--- src/rtl/i2c_wb_arbiter_if.sv ---
// Bus bundle between the requesters' wishbone masters, the arbiter and the
// I2C master core's wishbone slave port.
interface i2c_wb_arbiter_if #(
  parameter int NUM_REQ = 2
) ();
  // requester side
  logic [NUM_REQ-1:0]   req;
  logic [NUM_REQ-1:0]   gnt;
  logic [3*NUM_REQ-1:0] m_adr;
  logic [8*NUM_REQ-1:0] m_dat;
  logic [NUM_REQ-1:0]   m_we;
  logic [NUM_REQ-1:0]   m_stb;
  logic [NUM_REQ-1:0]   m_cyc;
  logic [7:0]           m_rdat;
  logic [NUM_REQ-1:0]   m_ack;
  // i2c core side
  logic [2:0]           s_adr;
  logic [7:0]           s_dat;
  logic [7:0]           s_rdat;
  logic                 s_we;
  logic                 s_stb;
  logic                 s_cyc;
  logic                 s_ack;
  // watchdog release pulse
  logic                 timeout;

  // arbiter view
  modport slave (
    input  req, m_adr, m_dat, m_we, m_stb, m_cyc, s_rdat, s_ack,
    output gnt, m_rdat, m_ack, s_adr, s_dat, s_we, s_stb, s_cyc, timeout
  );

  // requesters plus core view
  modport master (
    output req, m_adr, m_dat, m_we, m_stb, m_cyc, s_rdat, s_ack,
    input  gnt, m_rdat, m_ack, s_adr, s_dat, s_we, s_stb, s_cyc, timeout
  );
endinterface

--- src/rtl/i2c_wb_arbiter.sv ---
// Round-robin arbiter sharing one wishbone I2C master core between NUM_REQ
// requesters. A grant is held for a whole I2C transaction; a watchdog forces
// release if the core never acks a granted strobe.
//
// state   | meaning
// IDLE    | no grant; pick next eligible requester after last
// GRANT   | requester last_q owns the core bus
// RELEASE | one idle cycle between grants
module i2c_wb_arbiter #(
  parameter int NUM_REQ        = 2,
  parameter int TIMEOUT_CYCLES = 65535
) (
  input logic               i_clk,
  input logic               i_reset_n,
  i2c_wb_arbiter_if.slave   bus
);

  localparam int         IW       = (NUM_REQ > 2) ? 2 : 1;
  localparam logic [15:0] WD_LIMIT = 16'(TIMEOUT_CYCLES - 1);

  typedef enum logic [1:0] {S_IDLE, S_GRANT, S_RELEASE} state_t;

  state_t             state_q, state_d;
  logic [NUM_REQ-1:0] gnt_q;
  logic [NUM_REQ-1:0] mask_q;
  logic [NUM_REQ-1:0] eligible;
  logic [NUM_REQ-1:0] pick_oh;
  logic [IW-1:0]      last_q;
  logic [IW-1:0]      pick;
  logic               pick_valid;
  logic [15:0]        wd_q;
  logic               timeout_q;
  logic               wd_fire;

  // Round-robin search: scan from farthest to nearest so the index right after last wins.
  always_comb begin
    eligible   = bus.req & ~mask_q;
    pick       = last_q;
    pick_valid = 1'b0;
    for (int i = NUM_REQ; i >= 1; i--) begin
      if (eligible[(int'(last_q) + i) % NUM_REQ]) begin
        pick       = IW'((int'(last_q) + i) % NUM_REQ);
        pick_valid = 1'b1;
      end
    end
    pick_oh       = '0;
    pick_oh[pick] = pick_valid;
  end

  // Watchdog expiry: the un-acked strobe has waited TIMEOUT_CYCLES-1 cycles; ack wins.
  assign wd_fire = (state_q == S_GRANT) && bus.s_stb && !bus.s_ack && (wd_q == WD_LIMIT);

  // State register.
  always_ff @(posedge i_clk) begin
    if (!i_reset_n) state_q <= S_IDLE;
    else            state_q <= state_d;
  end

  // Next-state logic.
  always_comb begin
    state_d = state_q;
    case (state_q)
      S_IDLE:    if (pick_valid) state_d = S_GRANT;
      S_GRANT:   if (wd_fire || (!bus.req[last_q] && !bus.m_cyc[last_q])) state_d = S_RELEASE;
      S_RELEASE: state_d = S_IDLE;
      default:   state_d = S_IDLE;
    endcase
  end

  // Grant, rr pointer, fault mask and watchdog registers.
  always_ff @(posedge i_clk) begin
    if (!i_reset_n) begin
      gnt_q     <= '0;
      last_q    <= IW'(NUM_REQ - 1);
      mask_q    <= '0;
      wd_q      <= '0;
      timeout_q <= 1'b0;
    end else begin
      timeout_q <= wd_fire;
      // a faulted requester stays masked until it drops its request
      mask_q    <= (mask_q & bus.req) | (wd_fire ? gnt_q : '0);
      if (state_q == S_IDLE && pick_valid) begin
        gnt_q  <= pick_oh;
        last_q <= pick;
      end else if (state_d != S_GRANT) begin
        gnt_q  <= '0;
      end
      if (state_q == S_GRANT && bus.s_stb && !bus.s_ack && !wd_fire) wd_q <= wd_q + 16'd1;
      else                                                            wd_q <= '0;
    end
  end

  // Bus mux: granted requester drives the core combinationally; idle bus otherwise.
  always_comb begin
    bus.s_adr = '0;
    bus.s_dat = '0;
    bus.s_we  = 1'b0;
    bus.s_stb = 1'b0;
    bus.s_cyc = 1'b0;
    bus.m_ack = '0;
    if (state_q == S_GRANT) begin
      bus.s_adr         = bus.m_adr[3*int'(last_q) +: 3];
      bus.s_dat         = bus.m_dat[8*int'(last_q) +: 8];
      bus.s_we          = bus.m_we[last_q];
      bus.s_stb         = bus.m_stb[last_q] & bus.m_cyc[last_q];
      bus.s_cyc         = bus.m_cyc[last_q];
      bus.m_ack[last_q] = bus.s_ack;
    end
  end

  assign bus.gnt     = gnt_q;
  assign bus.timeout = timeout_q;
  assign bus.m_rdat  = bus.s_rdat;

endmodule
--- src/flat_wrapper.sv ---
// flat-port wrapper written by rule: the top's interface ports become plain ports
module i2c_wb_arbiter_flat 
#(
  parameter int NUM_REQ        = 2,
  parameter int TIMEOUT_CYCLES = 65535
)
  (i_clk, i_reset_n, bus_req, bus_m_adr, bus_m_dat, bus_m_we, bus_m_stb, bus_m_cyc, bus_s_rdat, bus_s_ack, bus_gnt, bus_m_rdat, bus_m_ack, bus_s_adr, bus_s_dat, bus_s_we, bus_s_stb, bus_s_cyc, bus_timeout);
  i2c_wb_arbiter_if #(.NUM_REQ(NUM_REQ)) bus_i ();
  input logic i_clk;
  input logic i_reset_n;
  input wire logic [$bits(bus_i.req)-1:0] bus_req;
  input wire logic [$bits(bus_i.m_adr)-1:0] bus_m_adr;
  input wire logic [$bits(bus_i.m_dat)-1:0] bus_m_dat;
  input wire logic [$bits(bus_i.m_we)-1:0] bus_m_we;
  input wire logic [$bits(bus_i.m_stb)-1:0] bus_m_stb;
  input wire logic [$bits(bus_i.m_cyc)-1:0] bus_m_cyc;
  input wire logic [$bits(bus_i.s_rdat)-1:0] bus_s_rdat;
  input wire logic [$bits(bus_i.s_ack)-1:0] bus_s_ack;
  output wire logic [$bits(bus_i.gnt)-1:0] bus_gnt;
  output wire logic [$bits(bus_i.m_rdat)-1:0] bus_m_rdat;
  output wire logic [$bits(bus_i.m_ack)-1:0] bus_m_ack;
  output wire logic [$bits(bus_i.s_adr)-1:0] bus_s_adr;
  output wire logic [$bits(bus_i.s_dat)-1:0] bus_s_dat;
  output wire logic [$bits(bus_i.s_we)-1:0] bus_s_we;
  output wire logic [$bits(bus_i.s_stb)-1:0] bus_s_stb;
  output wire logic [$bits(bus_i.s_cyc)-1:0] bus_s_cyc;
  output wire logic [$bits(bus_i.timeout)-1:0] bus_timeout;
  assign bus_i.req = bus_req;
  assign bus_i.m_adr = bus_m_adr;
  assign bus_i.m_dat = bus_m_dat;
  assign bus_i.m_we = bus_m_we;
  assign bus_i.m_stb = bus_m_stb;
  assign bus_i.m_cyc = bus_m_cyc;
  assign bus_i.s_rdat = bus_s_rdat;
  assign bus_i.s_ack = bus_s_ack;
  assign bus_gnt = bus_i.gnt;
  assign bus_m_rdat = bus_i.m_rdat;
  assign bus_m_ack = bus_i.m_ack;
  assign bus_s_adr = bus_i.s_adr;
  assign bus_s_dat = bus_i.s_dat;
  assign bus_s_we = bus_i.s_we;
  assign bus_s_stb = bus_i.s_stb;
  assign bus_s_cyc = bus_i.s_cyc;
  assign bus_timeout = bus_i.timeout;
  i2c_wb_arbiter #(.NUM_REQ(NUM_REQ), .TIMEOUT_CYCLES(TIMEOUT_CYCLES)) u_core (.i_clk(i_clk), .i_reset_n(i_reset_n), .bus(bus_i));
endmodule
--- config.mk ---
export PLATFORM = sky130hd
export DESIGN_NAME = i2c_wb_arbiter_flat
export DESIGN_NICKNAME = d
export VERILOG_FILES = /design/src/rtl/i2c_wb_arbiter_if.sv /design/src/rtl/i2c_wb_arbiter.sv /design/src/flat_wrapper.sv
export SDC_FILE = /design/constraint.sdc
export NUM_CORES = 1
export LEC_CHECK = 0
export BUFFER_PORTS_ARGS = -buffer_cell sky130_fd_sc_hd__buf_2
export CORE_MARGIN = 2
export CORE_UTILIZATION = 40
export DETAILED_ROUTE_END_ITERATION = 8
export GPL_TIMING_DRIVEN = 0
export PLACE_DENSITY = 0.72
export SYNTH_ARGS = -nofsm -noshare
export SYNTH_HDL_FRONTEND = slang
export SYNTH_SLANG_ARGS = --single-unit
--- constraint.sdc ---
create_clock -name i_clk -period 1.75 [get_ports i_clk]
set_input_delay 0.35 -clock i_clk [delete_from_list [all_inputs] [get_ports i_clk]]
set_output_delay 0.35 -clock i_clk [all_outputs]
set_load 0.05 [all_outputs]
# [After elaboration in Yosys (flattened, before gate mapping)]
# Index checks and enable logic that the tools add are counted.
[totals] reg_bits=24 latchBits=0 ram_bits=0 mem_bits_ro=0 out_inout_bits=27 word_cells=80 n_memories=0
[classes] n_addsub=3 multipliers=1 n_div=0 order_cmp=6 eq_ne=3 shift=2 muxes=34 n_bitwise=9 reduce_logical=16
[ops] cell="variable part select 6 x 32 -> 3 bit" count=1
[ops] cell="2-to-1 mux 1 bit" count=23
[ops] cell="adder 16 x 1 -> 16 bit, second input constant" count=1
[ops] cell="equality test 16 bit, second input constant" count=1
[ops] cell="variable part select 16 x 5 -> 8 bit" count=1
[ops] cell="2-to-1 mux 2 bit" count=6
[ops] cell="AND 2 bit" count=4
[ops] cell="logical AND 1 bit" count=8
[ops] cell="2-to-1 mux 8 bit" count=1
[ops] cell="< comparator 2 x 3 -> 1 bit, second input constant" count=2
[ops] cell="zero test 1 bit" count=4
[ops] cell="< comparator 1 x 2 -> 1 bit, second input constant" count=2
[ops] cell="case mux 2 bit (2 select lines)" count=1
[ops] cell="multiplier 2 x 1 -> 3 bit, first input constant" count=1
[ops] cell="2-to-1 mux 3 bit" count=1
[ops] cell="adder 1 bit, second input constant" count=2
[ops] cell="AND 1 bit, first input constant" count=2
[ops] cell="demux 1 bit (select 1 bit)" count=2
[ops] cell="equality test 2 x 1 -> 1 bit, second input constant" count=1
[ops] cell="greater-or-equal comparator 1 bit, second input constant" count=2
[ops] cell="zero test 2 bit" count=1
[ops] cell="inequality test 2 x 1 -> 1 bit, second input constant" count=1
[ops] cell="inverter 2 bit" count=1
[ops] cell="bitwise OR 2 bit" count=1
[ops] cell="other kinds (4)" count=4

# [Longest topological paths before layout]
# Gate-level depths: netlist of the first run.
[logic_depth] depth_word=13 depth_mapped=6

# [Worst setup path before layout of the first run]
# No wires, ideal clock.
[synth_path] path_kind="register -> output" from="reg u_core.last_q" to="out bus_s_dat[0]" t_arrival_ps=1994 slack_ps=-594 path_stages_with_launch=6 path_cell_list="dfxtp_1 buf_2 clkbuf_1 buf_1 mux2i_1 nor2_1"
[synth_between] elab_chain_len=2
[synth_lines] item="start: declaration" line_no="i2c_wb_arbiter.sv:28" text="logic [IW-1:0] last_q;"
[synth_lines] item="start signal: assignment" line_no="i2c_wb_arbiter.sv:74" text="last_q <= IW'(NUM_REQ - 1);"
[synth_lines] item="start signal: assignment" line_no="i2c_wb_arbiter.sv:84" text="last_q <= pick;"
[synth_lines] item="variable part select 16 x 5 -> 8 bit" line_no="i2c_wb_arbiter.sv:103" text="bus.s_dat = bus.m_dat[8*int'(last_q) +: 8];"
[synth_lines] item="2-to-1 mux 8 bit" line_no="i2c_wb_arbiter.sv:101" text="if (state_q == S_GRANT) begin"
[synth_lines] item="end: declaration" line_no="flat_wrapper.sv:23" text="output wire logic [$bits(bus_i.s_dat)-1:0] bus_s_dat;"
# No other way between the ends.

# [Worst setup path after layout of the first run]
[layout_path] from="reg u_core.last_q" to="reg u_core.state_q[0]"
[layout_between] elab_chain_len=10 word_cells_on_any_way=28 cone_classes="add/sub (2); mux (18); bitwise (1); reduce/logical (7)"
[layout_lines] item="2-to-1 mux 1 bit, on equally long branches (2 in series)" line_no="i2c_wb_arbiter.sv:105, i2c_wb_arbiter.sv:64"
[layout_lines] item="AND 1 bit" line_no="i2c_wb_arbiter.sv:105" text="bus.s_stb = bus.m_stb[last_q] & bus.m_cyc[last_q];"
[layout_lines] item="2-to-1 mux 1 bit" line_no="i2c_wb_arbiter.sv:101"
[layout_lines] item="logical AND 1 bit (3 in series)" line_no="i2c_wb_arbiter.sv:51" text="assign wd_fire = (state_q == S_GRANT) && bus.s_stb && !bus.s_ack && (wd_q == WD_LIMIT);"
[layout_lines] item="logical OR 1 bit" line_no="i2c_wb_arbiter.sv:64" text="S_GRANT: if (wd_fire || (!bus.req[last_q] && !bus.m_cyc[last_q])) state_d = S_RELEASE;"
[layout_lines] item="2-to-1 mux 2 bit" line_no="i2c_wb_arbiter.sv:64"
[layout_lines] item="case mux 2 bit (2 select lines) *" line_no="i2c_wb_arbiter.sv:62" text="case (state_q)"
[layout_lines] item="end signal: assignment" line_no="i2c_wb_arbiter.sv:56" text="else state_q <= state_d;"
[layout_lines] item="end: declaration" line_no="i2c_wb_arbiter.sv:23" text="state_t state_q, state_d;"
# Mark *: on every way between the ends. The rest lies on a longest branch, timed or not. The select of a mux whose other input is x is not followed.
# A chain may end at the register's enable or synchronous reset.

==> flow_summary.json, run 1 <==
{
  "vias": 1461,
  "layout_common_cells": "buf_2, nor2_1, buf_4",
  "antenna_found_initial": 0,
  "synth-edff-count": 0,
  "status": "finished with violations",
  "drt_wl_total_um": 4633,
  "wire_per_inst_um": 16.09,
  "hp-class": "in2reg",
  "final_area_mm2": 0.002369,
  "maxCapViolations": 0,
  "die_w_um": 62.21,
  "critPathLaunchType": "flop",
  "critPathMaxStageDelay_ns": 0.57,
  "setup_ws_ns": -0.1398,
  "fillers": 225,
  "synth_cells": 166,
  "io_pins": 68,
  "nNetsFinal": 286,
  "post-route-drc-count": 0,
  "dp_hpwl_um": 2371,
  "stdcell_count": 288,
  "leakagePower_nw": 0.9751,
  "start_util": 0.4126,
  "drt-initial-drc-count": 79,
  "pre_cts_ws_ns": -0.2350,
  "syn-cell-area_mm2": 0.001355,
  "clk_pin_slew_ns": 0.14,
  "worstPathCellList": "buf_4 > mux2i_4 > nor4_4 > or4b_4 > a41o_1",
  "power_density_mw_per_mm2": 763.3,
  "clock_path_buffers": 2,
  "cts_tree": "yes",
  "placed_cell_area_mm2": 0.001815,
  "avgViaCountPerCell": 5.073,
  "syn_to_final_growth_pct": 74.79,
  "ys_seq_elements": 24,
  "synth_xor_area_frac": 0.08403,
  "yosys.area_share.simple": 0.2816,
  "grt_pass1_vias": 1415,
  "critPathCaptureType": "flop",
  "synth-warning-count": 0,
  "cts.sinks": 24,
  "ant_nets": 0,
  "ys.flop_type": "dfxtp_1",
  "synth_top_area_frac": 0.3546,
  "coreArea_mm2": 0.003284,
  "fp-row-count": 21,
  "ys_async_sr_fraction": 0,
  "rsz0062_at_grt": "yes",
  "die-height_um": 62.21,
  "syn_nets": 209,
  "grt_usage": 0.2106,
  "synthAdderAreaFrac": 0.01847,
  "fmax_mhz": 529.1,
  "synth.distinct_cells": 33,
  "clk-insertion-delay-late_ns": 0.32,
  "peakVddDrop_mv": 0.6649,
  "cts_root_buf": "clkbuf_4",
  "antennaDiodeCount": 0,
  "drtPass1Iterations": 4,
  "slowest_stage": "or4b_4",
  "worst_slew_pin_slew_ns": 0.7587,
  "htree_levels": 1,
  "ctsHoldBuffers": 0,
  "grt_max_degree": 15,
  "fin_crit_sh": 1.080,
  "critical_path_peak_fanout": 7,
  "timing.slew.headroom": 0.4811,
  "final_common_cell": "buf_2",
  "synth_top_family_by_area": "simple AND/OR/NAND/NOR gates",
  "final_hold_viol_count": 0,
  "fin_skew_ns": 0.01679,
  "fin_crit_ns": 1.890,
  "yosys-top-cells-area": "dfxtp_1, mux2i_1, nor2_1, xnor2_1, buf_4",
  "grt_pass1_wl_um": 6548,
  "worstPathArrival_ns": 2.11,
  "setup_violations": 20,
  "worstRegToRegCells": 5,
  "utilization": 0.7211,
  "drive_gt1_frac": 0.5455,
  "cts_buffers": 3,
  "holdPathStages": 3,
  "place.gp.congestion": 0.7870,
  "worstPathRequired_ns": 1.98,
  "dp.cells": 270,
  "synth-compound-area-share": 0.07756,
  "portBuffers": 58,
  "crit_type": "reg2reg",
  "report.final.slew_viol_count": 0,
  "violations": "negative setup slack",
  "yosys-mux-area-fraction": 0.1034,
  "grt-ovfl-total": 0,
  "avgSynthCellArea_um2": 8.163,
  "yosysTopAreaCell": "dfxtp_1",
  "dieArea_mm2": 0.003869,
  "seq_area_frac_synth": 0.3546
}
==> flip-flops by register name (all words and copies together), names as in the netlist <==
| name | cells |
|---|---|
| u_core.last_q | 1 |
| u_core.mask_q | 2 |
| u_core.bus.gnt | 2 |
| u_core.state_q | 2 |
| u_core.bus.timeout | 1 |
| u_core.wd_q | 16 |
==> through the flow <==
stage / power, mW / hold slack, ns / TNS [ns]
6_report: 1.808 / 0.2957 / -1.222
5_1_grt: 1.889 / 0.2806 / -2.724
4_1_cts: 1.698 / 0.2649 / -1.459
3_5_place_dp: 1.116 / 0.4671 / -4.264
3_3_place_gp: 1.112 / 0.4640 / -4.048
2_1_floorplan: 0.9987 / 0.4442 / -0.6739
==> area by class of cell <==
type	instances	area [µm²]	area share
clock inverters	1	30.03	0.01268
well taps	46	57.56	0.02430
clock buffers	3	22.52	0.009509
inverters	4	15.01	0.006339
flip-flops and latches	24	499.2	0.2108
multi-input cells	122	1025	0.4326
plain buffers	14	155.1	0.06550
repair buffers	74	564.3	0.2382
==> cells in the mapped netlist (2+ instances only) <==
cell type	instances
nand3_1	9
buf_4	8
nor3_1	5
xor2_1	6
ha_1	2
and3_1	2
mux2i_1	14
a211oi_1	2
nand2_1	10
o21ai_0	4
nand4_1	2
inv_1	4
a21o_1	2
clkbuf_1	4
xnor2_1	7
nor4_1	5
buf_2	3
a21oi_1	4
nor2_1	33
nor2b_1	2
nand2b_1	3
dfxtp_1	24
==> critical path, delay by kind of cell, from the launching register on <==
| family | cells | cell delay [ns] |
|---|---|---|
| flip-flops | 1 | 0.39 |
| AND/OR/NAND/NOR | 2 | 0.83 |
| AO/OA/AOI/OAI | 1 | 0.23 |
| buffers and inverters | 1 | 0.14 |
| multiplexers | 1 | 0.20 |
==> power breakdown <==
| part | internal (mW) | total, mW | switching, mW |
|---|---|---|---|
| clock network | 0.232 | 0.392 | 0.160 |
| registers | 0.557 | 0.571 | 0.0140 |
| logic | 0.379 | 0.846 | 0.467 |
| total | 1.17 | 1.81 | 0.641 |
==> kinds of logic after synthesis <==
logic type | Yosys count
mux | 14
flops | 24
buf+inv | 20
xor+xnor | 13
simple gates | 78
fa+ha+maj | 2
compound gates | 15
==> worst paths after layout <==
check	slack, ns	startpoint	end
worst max-delay path	-0.14	u_core.last_q	u_core.state_q[0]
worst min-delay path	0.30	bus_req[1]	u_core.mask_q[1]
worst min register to register	0.49	u_core.bus.gnt[0]	u_core.mask_q[0]
worst max register to register	-0.14	u_core.last_q	u_core.state_q[0]
==> routing by layer <==
| metal | vias to the layer above | part of all wire | track usage | wire (µm) |
|---|---|---|---|---|
| met5 | - | 0 | 0 | 0 |
| met4 | 0 | 0.030 | 0.08611 | 138 |
| met3 | 12 | 0.053 | 0.06522 | 247 |
| met2 | 55 | 0.54 | 0.3899 | 2502 |
| met1 | 677 | 0.38 | 0.2200 | 1745 |
| li1 | 717 | - | - | - |
==> repair_timing <==
item | in CTS | in global routing
setup endpoints to repair | 33 | 32
pin swaps | 5 | 5
hold endpoints to repair | 0 | 0
cloned | 1 | 1
buffers inserted | 9 | 5
resized for setup | 62 | 31
Power figures use the tool's default switching activity.
==> inputs of run 2 (changes only) <==
--- a/config.mk
+++ b/config.mk
@@ -10,7 +10,7 @@
 export CORE_UTILIZATION = 40
 export DETAILED_ROUTE_END_ITERATION = 8
 export GPL_TIMING_DRIVEN = 0
-export PLACE_DENSITY = 0.72
+export PLACE_DENSITY = 0.69
 export SYNTH_ARGS = -nofsm -noshare
 export SYNTH_HDL_FRONTEND = slang
 export SYNTH_SLANG_ARGS = --single-unit
==> constraint.sdc (replaced) <==
create_clock -name i_clk -period 2.17 [get_ports i_clk]
set_input_delay 0.434 -clock i_clk [delete_from_list [all_inputs] [get_ports i_clk]]
set_output_delay 0.434 -clock i_clk [all_outputs]
set_load 0.05 [all_outputs]
==> run 2 against run 1 <==
  * The flow now finishes without violations
  * Die area is the same
  * Cell count shrank 4.9%
  * Sequential share of layout area grew 3.3 points
  * Combinational power shrank 42%
  * Via count shrank 11%
  * Global-route usage shrank 5.1 points
  * Hold slack gained 0.063 ns
  * Sequential power shrank 20%
  * Flip-flop and latch count is the same
  * Critical path depth grew 1
  * Critical path type is now reg2out
  * Largest cell class unchanged
==> flow_summary.json, run 2 (synthesis gave the netlist of run 1 again) <==
{
  "worst_slew_pin_slew_ns": 0.4273,
  "clock_path_buffers": 2,
  "cts_buffers": 3,
  "final_common_cell": "buf_2",
  "critical_path_peak_fanout": 11,
  "final_hold_viol_count": 0,
  "grt_usage": 0.1594,
  "place.gp.congestion": 0.7411,
  "worstPathArrival_ns": 1.64,
  "critPathCaptureType": "primary output",
  "met1_usage": 0.1859,
  "ctsHoldBuffers": 0,
  "die_w_um": 62.21,
  "hold_ws_ns": 0.3584,
  "critPathLaunchType": "flop",
  "syn_to_final_growth_pct": 45.71,
  "cts.sinks": 24,
  "clk_pin_slew_ns": 0.14,
  "regMostFlops": "u_core.wd_q",
  "use_met3": 0.05072,
  "worstRegToRegCells": 5,
  "r2r_start": "u_core.wd_q[7]",
  "antenna_found_initial": 0,
  "peakVddDrop_mv": 0.4975,
  "die-height_um": 62.21,
  "grt.busiest_layer": "met2",
  "antennaDiodeCount": 0,
  "status": "finished, final reports clean",
  "grt-ovfl-total": 0,
  "globalRouteMet2Util": 0.2880,
  "fin_crit_sh": 0.9535,
  "report.final.slew_viol_count": 0,
  "worstPathRequired_ns": 1.74,
  "drive_gt1_frac": 0.4298,
  "leakagePower_nw": 0.8518,
  "largest_reg_flops": 16,
  "maxCapViolations": 0,
  "nNetsFinal": 272,
  "power_density_mw_per_mm2": 644.0,
  "cp-startpoint": "u_core.last_q",
  "fillers": 283,
  "hold_start": "bus_req[1]",
  "drtPass1Iterations": 4,
  "setup_violations": 0,
  "start_util": 0.4126,
  "cts_tree": "yes",
  "grt_pass1_vias": 1199,
  "layout_common_cells": "buf_2, nor2_1, dfxtp_1",
  "fp-row-count": 21,
  "min_to": "u_core.mask_q[1]",
  "fmax_mhz": 483.3,
  "dp.cells": 270,
  "ant_nets": 0,
  "portBuffers": 58,
  "fin_crit_ns": 2.069,
  "timing.slew.headroom": 0.7128,
  "cts_root_buf": "clkbuf_4",
  "holdPathStages": 3,
  "wire_per_inst_um": 11.22,
  "post-route-drc-count": 0,
  "drt-initial-drc-count": 44,
  "drt_wl_total_um": 3073,
  "total_power_mw": 1.271,
  "r2r_slack_ns": 0.11,
  "htree_levels": 1,
  "hp-class": "in2reg",
  "avgViaCountPerCell": 4.734,
  "clk-insertion-delay-late_ns": 0.32,
  "grt_pass1_wl_um": 5112,
  "vias": 1297,
  "dieArea_mm2": 0.003869,
  "io_pins": 68,
  "grt_max_degree": 15,
  "post_cts_buffers": 0,
  "coreArea_mm2": 0.003284,
  "crit_type": "reg2out",
  "dp_hpwl_um": 2293,
  "fin_skew_ns": 0.01302,
  "stdcell_count": 274,
  "rsz0062_at_grt": "no",
  "rr_endpoint": "u_core.state_q[0]"
}
## run 2: worst max-delay path by stage
stage                        end  slack (ns)  cells after the start
floorplan           bus_s_adr[0]       -0.02                      4
global placement    bus_s_dat[1]       -0.30                      6
detailed placement  bus_s_dat[3]       -0.30                      6
CTS                 bus_s_dat[4]       0.001                      6
global route        bus_s_dat[6]       0.006                      6
finish              bus_s_dat[6]        0.10                      6
## run 2: report_power, final
part           switching, mW  internal (mW)
Combinational          0.314          0.178
Clock                  0.135          0.187
Sequential           0.00637          0.451
## run 2: stage by stage
stage                       util  TNS (ns)  setup slack (ns)  area [µm²]
after floorplan                -  -0.07273          -0.02424        1409
final                     0.6011         0            0.1009        1974
after detailed placement  0.5349    -2.818           -0.3024        1757
after global routing      0.6011         0          0.005922        1974
after CTS                 0.5680         0          0.001019        1866
after global placement    0.5349    -2.831           -0.3011        1757
## run 2: critical path, cell delays in order, from the launching register on
cell and delay (ns):
dfxtp_1 0.33, buf_2 0.17, buf_8 0.17, buf_12 0.15, mux2i_4 0.25, nor2_4 0.03, buf_2 0.20
## run 2: final cells by class
| class | instances | area [µm²] | area share |
|---|---|---|---|
| tap | 46 | 57.56 | 0.02915 |
| timing repair buffer | 59 | 315.3 | 0.1597 |
| multi-input combinational | 122 | 925.9 | 0.4689 |
| clock buffer | 3 | 22.52 | 0.01141 |
| buffer | 15 | 127.6 | 0.06464 |
| clock inverter | 1 | 30.03 | 0.01521 |
| inverter | 4 | 15.01 | 0.007605 |
| sequential | 24 | 480.5 | 0.2433 |
## run 2: repair_timing
| action | 4_1_cts | 5_1_grt |
|---|---|---|
| resized for setup | 17 | 12 |
| cloned | 0 | 1 |
| hold endpoints to repair | 0 | 0 |
| setup endpoints to repair | 16 | 20 |
## run 2: per-layer routing
metal / share of wire / vias to the layer above / wire length, µm
met5: 0 / - / 0
met4: 0.0042 / 0 / 13
met3: 0.057 / 2 / 176
met2: 0.51 / 30 / 1556
met1: 0.43 / 581 / 1326
li1: - / 684 / -
==> inputs of run 3 (changes only) <==
--- a/config.mk
+++ b/config.mk
@@ -8,9 +8,10 @@
 export BUFFER_PORTS_ARGS = -buffer_cell sky130_fd_sc_hd__buf_2
 export CORE_MARGIN = 2
 export CORE_UTILIZATION = 40
+export CTS_BUF_LIST = sky130_fd_sc_hd__clkbuf_2
 export DETAILED_ROUTE_END_ITERATION = 8
 export GPL_TIMING_DRIVEN = 0
-export PLACE_DENSITY = 0.69
+export PLACE_DENSITY = 0.76
 export SYNTH_ARGS = -nofsm -noshare
 export SYNTH_HDL_FRONTEND = slang
 export SYNTH_SLANG_ARGS = --single-unit
==> run 3 against run 2 <==
  * Fmax decreased by 0.48%
  * Critical path depth unchanged
  * Clock skew increased by 0.0083 ns
  * Largest power group unchanged
  * Non-clock buffer count is 2 higher
==> flow_summary.json, run 3 (synthesis gave the netlist of run 1 again) <==
{
  "setup_ws_ns": 0.09079,
  "leakagePower_nw": 0.8548,
  "post-route-drc-count": 0,
  "setup_violations": 0,
  "vias": 1334,
  "die_w_um": 62.21,
  "timing.slew.headroom": 0.6522,
  "worstPathRequired_ns": 1.74,
  "htree_levels": 1,
  "power_density_mw_per_mm2": 581.8,
  "start_util": 0.4126,
  "crit_type": "reg2out",
  "grt_pass1_vias": 1180,
  "layout_common_cells": "buf_2, nor2_1, dfxtp_1",
  "cts_root_buf": "clkbuf_2",
  "final_common_cell": "buf_2",
  "maxCapViolations": 0,
  "drt-initial-drc-count": 65,
  "clk-insertion-delay-late_ns": 0.34,
  "final_hold_viol_count": 0,
  "drt_wl_total_um": 3212,
  "hp-class": "in2reg",
  "regMostFlops": "u_core.wd_q",
  "status": "finished, final reports clean",
  "ant_nets": 0,
  "grt-ovfl-total": 0,
  "fin_skew_ns": 0.02132,
  "syn_to_final_growth_pct": 45.43,
  "clock_path_buffers": 2,
  "worst_slew_pin_slew_ns": 0.5170,
  "critical_path_peak_fanout": 5,
  "min_to": "u_core.mask_q[1]",
  "pre_cts_ws_ns": -0.3260,
  "die-height_um": 62.21,
  "rsz0062_at_grt": "yes",
  "grt_pass1_wl_um": 5161,
  "antenna_found_initial": 0,
  "rr_endpoint": "u_core.state_q[0]",
  "antennaDiodeCount": 0,
  "place.gp.congestion": 0.7515,
  "dieArea_mm2": 0.003869,
  "grt_max_degree": 14,
  "fp-row-count": 21,
  "cts_tree": "yes",
  "ctsHoldBuffers": 0,
  "fmax_mhz": 481.0,
  "critPathCaptureType": "primary output",
  "r2r_start": "u_core.last_q",
  "critPathLaunchType": "flop",
  "nNetsFinal": 274,
  "r2r_slack_ns": 0.09,
  "fin_crit_ns": 2.079,
  "drtPass1Iterations": 5,
  "worstPathArrival_ns": 1.65,
  "clk_pin_slew_ns": 0.23,
  "dp_hpwl_um": 2231,
  "grt_usage": 0.1596,
  "io_pins": 68,
  "peakVddDrop_mv": 0.3077,
  "cts_buffers": 3,
  "wire_per_inst_um": 11.64,
  "fin_crit_sh": 0.9582,
  "hold_start": "bus_req[1]",
  "holdPathStages": 3,
  "report.final.slew_viol_count": 0,
  "cts.sinks": 24,
  "worstRegToRegCells": 6,
  "portBuffers": 58,
  "coreArea_mm2": 0.003284,
  "total_power_mw": 1.146,
  "largest_reg_flops": 16,
  "drive_gt1_frac": 0.4261,
  "avgViaCountPerCell": 4.833
}
run 3: cell types whose count changed in the layout (fill, tap and decap cells not counted), sizes merged:
cell    before  now
buf         71   70
bufinv       1    0
clkbuf       6    9
clkinv       0    1
run 3: layout make-up:
cell class,instances,area [µm²]
Fill cell,289,1314
Multi-Input combinational cell,122,905.9
Sequential cell,24,480.5
Timing Repair Buffer,61,357.8
Buffer,15,135.1
Tap cell,46,57.56
Clock buffer,3,15.01
Inverter,4,15.01
Clock inverter,1,3.754
run 3: worst max-delay path: stages, from the launching register on:
cell and delay [ns]:
dfxtp_1 0.35, clkbuf_4 0.16, buf_12 0.14, buf_12 0.14
mux2i_4 0.19, nor2_4 0.06, buf_2 0.26
run 3: how the worst max path moves through the flow:
stage                      to              start  depth (start not counted)  slack (ns)
4_1_cts          bus_s_dat[2]      u_core.last_q                          6       -0.02
5_1_grt        u_core.wd_q[9]     u_core.wd_q[7]                          5        -0.1
2_1_floorplan    bus_s_adr[0]  u_core.state_q[1]                          4       -0.02
6_report         bus_s_dat[6]      u_core.last_q                          6        0.09
3_5_place_dp     bus_s_dat[2]      u_core.last_q                          6       -0.33
3_3_place_gp     bus_s_dat[2]      u_core.last_q                          6       -0.35
run 3: power by group:
part	switching (mW)	internal [mW]	total, mW
Combinational	0.318	0.199	0.517
Sequential	0.00808	0.452	0.460
Clock	0.129	0.0400	0.169
Total	0.455	0.691	1.15
run 3: layer usage:
layer,track usage,wire length [µm]
met1,0.1839,1392
met5,0,0
met4,0.03611,24
met3,0.05978,279
met2,0.2813,1516
run 3: repair_timing:
action,4_1_cts,5_1_grt
endpoints found under the hold margin,0,0
setup buffers,0,2
cloned,0,1
endpoints found under the setup margin,16,27
resized for setup,21,17
run 3: stage by stage:
stage | instances | instance area (µm²) | setup TNS, ns | hold WS (ns) | utilization
after CTS | 273 | 1854 | -0.03227 | 0.3060 | 0.5646
after floorplan | 166 | 1409 | -0.07273 | 0.4442 | -
after global routing | 276 | 1971 | -0.6692 | 0.2988 | 0.6000
after global placement | 270 | 1757 | -3.128 | 0.4617 | 0.5349
final | 276 | 1971 | 0 | 0.3244 | 0.6000
after detailed placement | 270 | 1757 | -2.937 | 0.4630 | 0.5349
